$ cat config.mk
export PLATFORM = sky130hd
export DESIGN_NAME = ram_port_arbiter_flat
export DESIGN_NICKNAME = d
export VERILOG_FILES = /design/src/rtl/ram_port_arbiter_if.sv /design/src/rtl/ram_port_arbiter.sv /design/src/flat_wrapper.sv
export SDC_FILE = /design/constraint.sdc
export NUM_CORES = 1
export LEC_CHECK = 0
export BUFFER_PORTS_ARGS = -buffer_cell sky130_fd_sc_hd__buf_2
export CORE_ASPECT_RATIO = 0.6
export CORE_UTILIZATION = 42
export CTS_CLUSTER_SIZE = 24
export DETAILED_ROUTE_END_ITERATION = 16
export PLACE_DENSITY = 0.79
export SLEW_MARGIN = 20
export SYNTH_ARGS = -nofsm -noshare
export SYNTH_HDL_FRONTEND = slang
export SYNTH_SLANG_ARGS = --single-unit
export TNS_END_PERCENT = 30
$ cat constraint.sdc
create_clock -name clk -period 1.8 [get_ports clk]
set_input_delay 0 -clock clk [delete_from_list [all_inputs] [get_ports clk]]
set_output_delay 0 -clock clk [all_outputs]
set_load 0.01 [all_outputs]
$ cat src/rtl/ram_port_arbiter_if.sv
// Bus bundle between the CPU/DMA requesters, the RAM port arbiter and the async SRAM.
// The slave modport is the arbiter's view of the bundle; the master modport is the view of the requesters and the SRAM.
interface ram_port_arbiter_if;
    logic [21:0] cpu_addr;
    logic [15:0] cpu_wdata;
    logic [15:0] cpu_rdata;
    logic        cpu_rd;
    logic        cpu_wr;
    logic        cpu_byte_op;
    logic        cpu_wr_inhibit;
    logic        cpu_ack;

    logic [21:0] dma_addr;
    logic [15:0] dma_wdata;
    logic [15:0] dma_rdata;
    logic        dma_rd;
    logic        dma_wr;
    logic        dma_byte_op;
    logic        dma_ack;

    logic [21:0] ram_addr;
    logic [15:0] ram_data_out;
    logic [15:0] ram_data_in;
    logic        ram_rd;
    logic        ram_wr;
    logic        ram_byte_op;
    logic        dma_granted;

    modport slave (
        input  cpu_addr, cpu_wdata, cpu_rd, cpu_wr, cpu_byte_op, cpu_wr_inhibit,
        output cpu_rdata, cpu_ack,
        input  dma_addr, dma_wdata, dma_rd, dma_wr, dma_byte_op,
        output dma_rdata, dma_ack,
        output ram_addr, ram_data_out, ram_rd, ram_wr, ram_byte_op, dma_granted,
        input  ram_data_in
    );

    modport master (
        output cpu_addr, cpu_wdata, cpu_rd, cpu_wr, cpu_byte_op, cpu_wr_inhibit,
        input  cpu_rdata, cpu_ack,
        output dma_addr, dma_wdata, dma_rd, dma_wr, dma_byte_op,
        input  dma_rdata, dma_ack,
        input  ram_addr, ram_data_out, ram_rd, ram_wr, ram_byte_op, dma_granted,
        output ram_data_in
    );
endinterface

$ cat src/rtl/ram_port_arbiter.sv
// Shares one async-SRAM port between the CPU bus and a DMA requester.
// DMA has priority, but a burst limit guarantees that a waiting CPU is served.
//
// state  | meaning
// IDLE   | sample requests, pick the winner, load the access registers
// ACCESS | hold the strobe for WAIT_CYCLES+1 cycles, latch read data on the last cycle
// DONE   | one-cycle ack to the owner, RAM outputs cleared
module ram_port_arbiter #(
    parameter int WAIT_CYCLES   = 1,
    parameter int MAX_DMA_BURST = 4
) (
    input  logic               clk,
    input  logic               reset,
    ram_port_arbiter_if.slave  bus
);
    localparam logic [3:0] WAIT_LOAD = 4'(WAIT_CYCLES);
    localparam logic [3:0] MAX_BURST = 4'(MAX_DMA_BURST);

    typedef enum logic [1:0] {
        IDLE   = 2'd0,
        ACCESS = 2'd1,
        DONE   = 2'd2
    } state_t;

    state_t      state, state_next;
    logic [3:0]  wait_cnt;
    logic [3:0]  burst_cnt;
    logic        owner_dma;
    logic        acc_rd;

    logic        cpu_pend, dma_pend;
    logic        grant_dma, grant_cpu;
    logic        grant_rd, grant_wr, grant_byte;
    logic [21:0] grant_addr;
    logic [15:0] grant_wdata;

    always_ff @(posedge clk or negedge reset) begin
        if (!reset) state <= IDLE;
        else        state <= state_next;
    end

    always_comb begin
        cpu_pend    = bus.cpu_rd | bus.cpu_wr;
        dma_pend    = bus.dma_rd | bus.dma_wr;
        grant_dma   = 1'b0;
        grant_cpu   = 1'b0;
        grant_rd    = 1'b0;
        grant_wr    = 1'b0;
        grant_byte  = 1'b0;
        grant_addr  = '0;
        grant_wdata = '0;
        state_next  = state;

        case (state)
            IDLE: begin
                grant_dma = dma_pend && (!cpu_pend || (burst_cnt < MAX_BURST));
                grant_cpu = cpu_pend && !grant_dma;
                if (grant_dma) begin
                    grant_rd    = bus.dma_rd;
                    grant_wr    = bus.dma_wr & ~bus.dma_rd;
                    grant_byte  = bus.dma_byte_op;
                    grant_addr  = bus.dma_addr;
                    grant_wdata = bus.dma_wdata;
                end else if (grant_cpu) begin
                    // an inhibited write still runs its full access, just without the strobe
                    grant_rd    = bus.cpu_rd;
                    grant_wr    = bus.cpu_wr & ~bus.cpu_rd & ~bus.cpu_wr_inhibit;
                    grant_byte  = bus.cpu_byte_op;
                    grant_addr  = bus.cpu_addr;
                    grant_wdata = bus.cpu_wdata;
                end
                if (grant_dma || grant_cpu) state_next = ACCESS;
            end
            ACCESS: if (wait_cnt == 4'd0) state_next = DONE;
            DONE:   state_next = IDLE;
            default: state_next = IDLE;
        endcase
    end

    always_ff @(posedge clk or negedge reset) begin
        if (!reset) begin
            wait_cnt         <= '0;
            burst_cnt        <= '0;
            owner_dma        <= 1'b0;
            acc_rd           <= 1'b0;
            bus.ram_addr     <= '0;
            bus.ram_data_out <= '0;
            bus.ram_rd       <= 1'b0;
            bus.ram_wr       <= 1'b0;
            bus.ram_byte_op  <= 1'b0;
            bus.cpu_rdata    <= '0;
            bus.dma_rdata    <= '0;
            bus.cpu_ack      <= 1'b0;
            bus.dma_ack      <= 1'b0;
            bus.dma_granted  <= 1'b0;
        end else begin
            bus.cpu_ack <= 1'b0;
            bus.dma_ack <= 1'b0;
            case (state)
                IDLE: begin
                    if (grant_dma || grant_cpu) begin
                        wait_cnt         <= WAIT_LOAD;
                        owner_dma        <= grant_dma;
                        acc_rd           <= grant_rd;
                        bus.ram_addr     <= grant_addr;
                        bus.ram_data_out <= grant_wdata;
                        bus.ram_rd       <= grant_rd;
                        bus.ram_wr       <= grant_wr;
                        bus.ram_byte_op  <= grant_byte;
                        bus.dma_granted  <= grant_dma;
                    end
                    if (grant_dma) begin
                        if (burst_cnt != MAX_BURST) burst_cnt <= burst_cnt + 4'd1;
                    end else if (grant_cpu || !dma_pend) begin
                        burst_cnt <= '0;
                    end
                end
                ACCESS: begin
                    if (wait_cnt != 4'd0) begin
                        wait_cnt <= wait_cnt - 4'd1;
                    end else begin
                        if (acc_rd) begin
                            if (owner_dma) bus.dma_rdata <= bus.ram_data_in;
                            else           bus.cpu_rdata <= bus.ram_data_in;
                        end
                        if (owner_dma) bus.dma_ack <= 1'b1;
                        else           bus.cpu_ack <= 1'b1;
                        bus.ram_addr     <= '0;
                        bus.ram_data_out <= '0;
                        bus.ram_rd       <= 1'b0;
                        bus.ram_wr       <= 1'b0;
                        bus.ram_byte_op  <= 1'b0;
                    end
                end
                DONE: bus.dma_granted <= 1'b0;
                default: ;
            endcase
        end
    end
endmodule

$ cat src/flat_wrapper.sv
// flat-port wrapper written by rule: the top's interface ports become plain ports
module ram_port_arbiter_flat 
#(
    parameter int WAIT_CYCLES   = 1,
    parameter int MAX_DMA_BURST = 4
)
  (clk, reset, bus_cpu_addr, bus_cpu_wdata, bus_cpu_rd, bus_cpu_wr, bus_cpu_byte_op, bus_cpu_wr_inhibit, bus_cpu_rdata, bus_cpu_ack, bus_dma_addr, bus_dma_wdata, bus_dma_rd, bus_dma_wr, bus_dma_byte_op, bus_dma_rdata, bus_dma_ack, bus_ram_addr, bus_ram_data_out, bus_ram_rd, bus_ram_wr, bus_ram_byte_op, bus_dma_granted, bus_ram_data_in);
  ram_port_arbiter_if bus_i ();
  input  logic clk;
  input  logic reset;
  input wire logic [$bits(bus_i.cpu_addr)-1:0] bus_cpu_addr;
  input wire logic [$bits(bus_i.cpu_wdata)-1:0] bus_cpu_wdata;
  input wire logic [$bits(bus_i.cpu_rd)-1:0] bus_cpu_rd;
  input wire logic [$bits(bus_i.cpu_wr)-1:0] bus_cpu_wr;
  input wire logic [$bits(bus_i.cpu_byte_op)-1:0] bus_cpu_byte_op;
  input wire logic [$bits(bus_i.cpu_wr_inhibit)-1:0] bus_cpu_wr_inhibit;
  output wire logic [$bits(bus_i.cpu_rdata)-1:0] bus_cpu_rdata;
  output wire logic [$bits(bus_i.cpu_ack)-1:0] bus_cpu_ack;
  input wire logic [$bits(bus_i.dma_addr)-1:0] bus_dma_addr;
  input wire logic [$bits(bus_i.dma_wdata)-1:0] bus_dma_wdata;
  input wire logic [$bits(bus_i.dma_rd)-1:0] bus_dma_rd;
  input wire logic [$bits(bus_i.dma_wr)-1:0] bus_dma_wr;
  input wire logic [$bits(bus_i.dma_byte_op)-1:0] bus_dma_byte_op;
  output wire logic [$bits(bus_i.dma_rdata)-1:0] bus_dma_rdata;
  output wire logic [$bits(bus_i.dma_ack)-1:0] bus_dma_ack;
  output wire logic [$bits(bus_i.ram_addr)-1:0] bus_ram_addr;
  output wire logic [$bits(bus_i.ram_data_out)-1:0] bus_ram_data_out;
  output wire logic [$bits(bus_i.ram_rd)-1:0] bus_ram_rd;
  output wire logic [$bits(bus_i.ram_wr)-1:0] bus_ram_wr;
  output wire logic [$bits(bus_i.ram_byte_op)-1:0] bus_ram_byte_op;
  output wire logic [$bits(bus_i.dma_granted)-1:0] bus_dma_granted;
  input wire logic [$bits(bus_i.ram_data_in)-1:0] bus_ram_data_in;
  assign bus_i.cpu_addr = bus_cpu_addr;
  assign bus_i.cpu_wdata = bus_cpu_wdata;
  assign bus_i.cpu_rd = bus_cpu_rd;
  assign bus_i.cpu_wr = bus_cpu_wr;
  assign bus_i.cpu_byte_op = bus_cpu_byte_op;
  assign bus_i.cpu_wr_inhibit = bus_cpu_wr_inhibit;
  assign bus_cpu_rdata = bus_i.cpu_rdata;
  assign bus_cpu_ack = bus_i.cpu_ack;
  assign bus_i.dma_addr = bus_dma_addr;
  assign bus_i.dma_wdata = bus_dma_wdata;
  assign bus_i.dma_rd = bus_dma_rd;
  assign bus_i.dma_wr = bus_dma_wr;
  assign bus_i.dma_byte_op = bus_dma_byte_op;
  assign bus_dma_rdata = bus_i.dma_rdata;
  assign bus_dma_ack = bus_i.dma_ack;
  assign bus_ram_addr = bus_i.ram_addr;
  assign bus_ram_data_out = bus_i.ram_data_out;
  assign bus_ram_rd = bus_i.ram_rd;
  assign bus_ram_wr = bus_i.ram_wr;
  assign bus_ram_byte_op = bus_i.ram_byte_op;
  assign bus_dma_granted = bus_i.dma_granted;
  assign bus_i.ram_data_in = bus_ram_data_in;
  ram_port_arbiter #(.WAIT_CYCLES(WAIT_CYCLES), .MAX_DMA_BURST(MAX_DMA_BURST)) u_core (.clk(clk), .reset(reset), .bus(bus_i));
endmodule
==> results of run 1 <==
cells in the mapped netlist (3+ instances only):
| cell type | n | area (µm²) |
|---|---|---|
| inv_1 | 7 | 26.3 |
| nand2_1 | 87 | 327 |
| mux2_2 | 22 | 248 |
| a22oi_1 | 39 | 293 |
| nor2b_1 | 3 | 18.8 |
| mux2_4 | 10 | 150 |
| a21oi_1 | 5 | 25.0 |
| buf_2 | 6 | 30.0 |
| dfrtp_1 | 88 | 2200 |
| a21o_1 | 3 | 22.5 |
| ha_1 | 4 | 50.1 |
| or2_2 | 3 | 18.8 |
| clkbuf_1 | 4 | 15.0 |
| buf_4 | 4 | 30.0 |
| nor2_1 | 5 | 18.8 |
through the flow:
| step | total power (W) | hold WS [ps] |
|---|---|---|
| floorplan | 0.00577 | -296 |
| global placement | 0.00737 | -9.80 |
| detailed placement | 0.00755 | 1.87 |
| CTS | 0.00974 | 35.2 |
| global route | 0.0106 | 51.7 |
| finish | 0.00997 | 50.0 |
worst min-delay path, stage by stage:
cell and delay [ps]:
buf_2 110, o22ai_1 70, a22o_1 170
layout make-up:
| cell class | instances | area [µm²] | share of cell area [%] |
|---|---|---|---|
| Sequential cell | 88 | 2200 | 35.3 |
| Timing Repair Buffer | 290 | 2060 | 33.1 |
| Multi-Input combinational cell | 214 | 1480 | 23.8 |
| Clock buffer | 9 | 225 | 3.61 |
| Tap cell | 112 | 140 | 2.25 |
| Clock inverter | 6 | 93.8 | 1.51 |
| Inverter | 7 | 26.3 | 0.422 |
sequential cells by signal (all words and copies together) (netlist names), 2 cells and up:
signal,count
u_core.wait_cnt,4
u_core.bus.cpu_rdata,16
u_core.bus.ram_addr,22
u_core.bus.dma_rdata,16
u_core.state,2
u_core.burst_cnt,4
u_core.bus.ram_data_out,16
logic make-up (layout without fill, tap and decap cells):
group	Yosys count	in the layout	share of synthesized area [%]
mux	32	32	10.6
simple gates	112	113	13.1
flops	88	88	58.4
buf+inv	23	312	3.52
fa+ha+maj	4	4	1.33
compound gates	65	65	13.1
per-layer routing:
metal  up-vias  share of wire [%]  track usage (%)
met5         -                  0                0
met4         0                2.4             12.6
met3        30                8.4             8.29
met2       217                 46             39.7
met1      1801                 43             33.1
li1       1714                  -                -
power by group:
part	leakage, nW	total (W)	switching (W)	internal [W]
clock network	0.157	0.00201	0.000793	0.00122
logic	2.00	0.00445	0.00234	0.00212
registers	1.10	0.00350	0.000605	0.00290
total	3.26	0.00997	0.00373	0.00624
how the worst min path moves through the flow:
| stage | from | endpoint | depth (start not counted) |
|---|---|---|---|
| finish | bus_cpu_rd | u_core.bus.ram_wr$_DFFE_PN0P_ | 3 |
| floorplan | reset | u_core.acc_rd$_DFFE_PN0P_ | 0 |
| detailed placement | reset | u_core.bus.ram_data_out[1]$_DFFE_PN0P_ | 1 |
| global route | bus_cpu_rd | u_core.bus.ram_wr$_DFFE_PN0P_ | 3 |
| CTS | bus_cpu_rd | u_core.bus.ram_wr$_DFFE_PN0P_ | 3 |
| global placement | reset | u_core.bus.ram_data_out[1]$_DFFE_PN0P_ | 1 |
timing repair:
action                                  in CTS  in global routing
pin swaps                                    0                  2
endpoints found under the hold margin      107                  0
resized for setup                            1                  7
endpoints found under the setup margin      16                 34
buffers inserted                             0                  4
gates cloned                                 0                  1
hold buffers                                95                  0
==> run_results.csv, run 1 <==
group,metric,value,unit
status,outcome,"finished with violations",
status,failed_checks,"setup timing",
setup_path,cp_data_arrival_time,2120,ps
synthesis,syn_nets,429,
global_routing,grt_pass1_vias,3664,
pwr,peakVddDrop,0.687,mV
clock_network,clkTransAtPathRegs,60,ps
layout,drive_gt1_share,42.0,%
synthesis,ys_types,44,
layout,n_antenna_cell,0,
layout,fin_cells,726,
sta,fmax,0.529,GHz
place,place_inst,611,
global_routing,grt_max_degree,53,
sta,setup_viol_count_final,16,
clock_network,cts_tree,"done",
setup_path,crit_end,"u_core.bus.cpu_rdata[11]$_DFFE_PN0P_",
layout,fillers,545,
sta,layout_min_cycle_time,1890,ps
floorplanning,io_pins,177,
layout,syn_to_final_growth,65.2,%
sta,worstMarginPinSlew,530,ps
synthesis,synth_seq_area_share,58.4,%
sta,finalWorstSetupSlack,-89.4,ps
layout,layout_commonest_cell,"buf_2",
pwr,powerDensity,1600,mW/mm²
setup_path,start_kind,"register",
layout,fin_util,72.3,%
sta,timing.slew.headroom,64.4,%
setup_path,cp_cell_sequence,"inv_2 -> ha_4 -> or3b_4 -> nor3_4 -> buf_6 -> nand2_8 -> mux2_4",
floorplanning,initial_core_util,43.7,%
global_routing,gr-total-overflow,0,
synthesis,synth_area,0.00377,mm²
setup_path,rr_endpoint,"u_core.bus.cpu_rdata[11]$_DFFE_PN0P_",
setup_path,rr_worst_depth,7,
place,gp_congestion,0.787,
place,dpl_cell_area,0.00489,mm²
setup_path,path_buf_inv,2,
floorplanning,dieArea,0.00937,mm²
clock_network,clockBufferDepth,2,
sta,finalCritPeriodShare,105,%
setup_path,cp-end-kind,"register",
clock_network,cts.sinks,88,
pwr,p_leak,3.26,nW
clock_network,cts.htree.levels,3,
flow_run,cap_viol_max_count,0,
drt,wire_per_inst,17.1,µm
sta,finalSetupTns,-1270,ps
drt,dr.pass1.iters,5,
setup_path,critPathLaunch,"u_core.wait_cnt[1]$_DFFE_PN0P_",
drt,totalWireLength,12.4,mm
global_routing,grt_pass1_wl,18.4,mm
synthesis,synth_warnings,0,
drt,drtIter0Drc,182,
setup_path,cpPeakStageDelay,390,ps
synthesis,synth-seq-cells,88,
layout,nNetsFinal,715,
setup_path,crit_family,"simple AND/OR/NAND/NOR gates",
floorplanning,die_y,75.4,µm
setup_path,critPathKind,"register to register",
drt,ant_nets,0,
worst_hold_path,hold_path_class,"input pin to register",
clock_network,clk-insertion-delay-late,340,ps
setup_path,cp_max_fo,8,
synthesis,syn_avg_cell_area,11.6,µm²
global_routing,grt_usage,25.6,%
clock_network,cts_root_buf,"clkbuf_16",
place,place_hpwl,6.82,mm
layout,final_cell_mix,"buf_2 (175), dlygate4sd3_1 (95), dfrtp_1 (88)",
setup_path,reg2reg_slack,-90,ps
global_routing,antenna_found_initial,0,
synthesis,synth-main-ff-cell,"dfrtp_1",
layout,stdcell_area,0.00623,mm²
sta,fin_skew,5.48,ps
place,io_buffers,176,
drt,num_vias,3762,
place,pre_cts_ws,-48.1,ps
synthesis,async_flop_share,100,%
synthesis,synth_edf_count,0,
sta,drv_slew,0,
setup_path,worstReg2RegStart,"u_core.wait_cnt[1]$_DFFE_PN0P_",
synthesis,synth_cells,324,
clock_network,tritoncts.num_buffers,9,
floorplanning,rows,26,
setup_path,required,2030,ps
sta,hold_viol_final,0,
setup_path,path_depth,7,
sta,rsz0062_at_grt,"yes",
drt,drc_errors,0,
floorplanning,coreArea,0.00862,mm²
setup_path,cp_slowest_cell,"dfrtp_1",
drt,viasPerCell,5.18,
floorplanning,die_w,124,µm
(Power assumes the default switching activity.)
==> inputs of run 2 (changes only) <==
Settings changed: CAP_MARGIN set to 20, TNS_END_PERCENT 30 to not set.
==> run 2 against run 1 <==
  * The run still ends with setup timing left
  * Via count shrank 1.2%
  * Count of clock-buffer cells in the layout is the same
  * Cell count shrank 0.14%
  * Critical endpoint is now u_core.bus.cpu_rdata[13]$_DFFE_PN0P_
  * Largest cell class unchanged
==> run_results.csv, run 2 (synthesis results as in run 1) <==
group,metric,value,unit
floorplanning,rows,26,
clock_network,clockBufferDepth,2,
sta,drv_slew,0,
drt,ant_nets,0,
drt,totalWireLength,12.6,mm
sta,timing.slew.headroom,58.3,%
setup_path,worstReg2RegStart,"u_core.wait_cnt[0]$_DFFE_PN0P_",
status,failed_checks,"setup timing",
global_routing,met3_usage,8.92,%
clock_network,cts_tree,"done",
layout,nNetsFinal,714,
layout,syn_to_final_growth,66.6,%
pwr,combPwrFrac,44.2,%
global_routing,use_met1,30.9,%
global_routing,antenna_found_initial,0,
drt,num_vias,3718,
pwr,netSwitchingPower,0.00374,W
place,io_buffers,176,
pwr,powerDensity,1610,mW/mm²
drt,wire_per_inst,17.4,µm
sta,fin_skew,7.20,ps
place,place_hpwl,6.99,mm
status,outcome,"finished with violations",
clock_network,cts.sinks,88,
setup_path,cp_data_arrival_time,2080,ps
global_routing,grt_pass1_vias,3656,
global_routing,gr-total-overflow,0,
pwr,peakVddDrop,0.688,mV
layout,fin_util,72.9,%
pwr,p_leak,3.27,nW
global_routing,grt_max_degree,48,
clock_network,clkTransAtPathRegs,60,ps
sta,setup_viol_count_final,17,
floorplanning,initial_core_util,43.7,%
layout,drive_gt1_share,41.9,%
worst_hold_path,hold_path_class,"input pin to register",
clock_network,cts_root_buf,"clkbuf_16",
drt,drc_errors,0,
pwr,intPower,0.00638,W
layout,fillers,584,
worst_hold_path,worst_hold_startpoint,"bus_cpu_rd",
setup_path,cp-end-kind,"register",
sta,finalSetupTns,-690,ps
sta,fmax,0.538,GHz
clock_network,tritoncts.num_buffers,9,
setup_path,required,2020,ps
drt,drtIter0Drc,235,
setup_path,critPathKind,"register to register",
place,pre_cts_ws,-65.9,ps
global_routing,grt_usage,25.0,%
flow_run,cap_viol_max_count,0,
place,gp_congestion,0.812,
drt,viasPerCell,5.13,
sta,rsz0062_at_grt,"yes",
setup_path,cp_max_fo,8,
floorplanning,dieArea,0.00937,mm²
floorplanning,coreArea,0.00862,mm²
layout,fin_cells,725,
layout,n_antenna_cell,0,
floorplanning,io_pins,177,
global_routing,met2_usage,41.7,%
sta,finalCritPeriodShare,103,%
sta,worstMarginPinSlew,621,ps
layout,final_cell_mix,"buf_2 (175), dlygate4sd3_1 (95), dfrtp_1 (88)",
global_routing,grt.busiest_layer,"met2",
floorplanning,die_w,124,µm
global_routing,grt_pass1_wl,18.0,mm
setup_path,critPathLaunch,"u_core.wait_cnt[0]$_DFFE_PN0P_",
pwr,seq_power_share,34.7,%
layout,top_register,"u_core.bus.ram_addr",
pwr,clockPowerShare,21.1,%
pwr,swShare,36.9,%
floorplanning,die_y,75.4,µm
layout,largest_register_ffs,22,
sta,layout_min_cycle_time,1860,ps
clock_network,cts.htree.levels,3,
layout,layout_commonest_cell,"buf_2",
place,place_inst,609,
sta,finalWorstSetupSlack,-60.4,ps
drt,dr.pass1.iters,5,
setup_path,start_kind,"register",
clock_network,clk-insertion-delay-late,340,ps
sta,hold_viol_final,0,
run 2: through the flow:
stage / power, W / cell area [µm²] / hold slack [ps]
floorplan: 0.00577 / 3780 / -296
global placement: 0.00736 / 4870 / 16.1
detailed placement: 0.00753 / 4870 / 16.9
CTS: 0.00986 / 6170 / 31.1
global route: 0.0107 / 6280 / 53.1
finish: 0.0101 / 6280 / 43.3
run 2: critical path, stage by stage, from the launching register on:
cell and delay [ps]:
dfrtp_1 380, inv_2 90, ha_4 130, or3b_4 390, nor3_4 200, buf_12 150
nand2_8 90, mux2_4 320
run 2: power groups by stage:
stage / clock network [W] / registers [W] / logic [W]
finish: 0.00214 / 0.00351 / 0.00448
floorplan: 0 / 0.00378 / 0.00200
CTS: 0.00218 / 0.00345 / 0.00423
global route: 0.00227 / 0.00362 / 0.00486
global placement: 0 / 0.00342 / 0.00394
detailed placement: 0 / 0.00347 / 0.00407
run 2: worst paths after layout:
kind,end,slack [ps],cells past startpoint
max,u_core.bus.cpu_rdata[13]$_DFFE_PN0P_,-60,7
min,u_core.bus.ram_wr$_DFFE_PN0P_,40,3
max reg2reg,u_core.bus.cpu_rdata[13]$_DFFE_PN0P_,-60,7
min reg2reg,u_core.bus.ram_addr[8]$_DFFE_PN0P_,460,2
max in group asynchronous,u_core.wait_cnt[1]$_DFFE_PN0P_,960,3
min in group asynchronous,u_core.bus.ram_data_out[2]$_DFFE_PN0P_,180,2
run 2: area by class of cell:
type                            count  area [µm²]  share of cell area (%)
Tap cell                          112         140                    2.23
Multi-Input combinational cell    214        1500                    23.8
Clock buffer                        9         225                    3.59
Inverter                            7        26.3                   0.418
Clock inverter                      6         118                    1.87
Timing Repair Buffer              289        2070                    33.0
Sequential cell                    88        2200                    35.1
run 2: what timing repair did:
| action | CTS | global route |
|---|---|---|
| hold buffers | 95 | 0 |
| pin swaps | 0 | 2 |
| cloned | 0 | 2 |
| resized for setup | 1 | 6 |
| setup buffers | 0 | 4 |
| setup endpoints to repair | 16 | 34 |
| hold endpoints to repair | 112 | 0 |
run 2: per-layer routing:
layer | up-vias | wire, µm
li1 | 1711 | -
met3 | 24 | 1010
met4 | 0 | 207
met1 | 1777 | 5340
met5 | - | 0
met2 | 206 | 6030
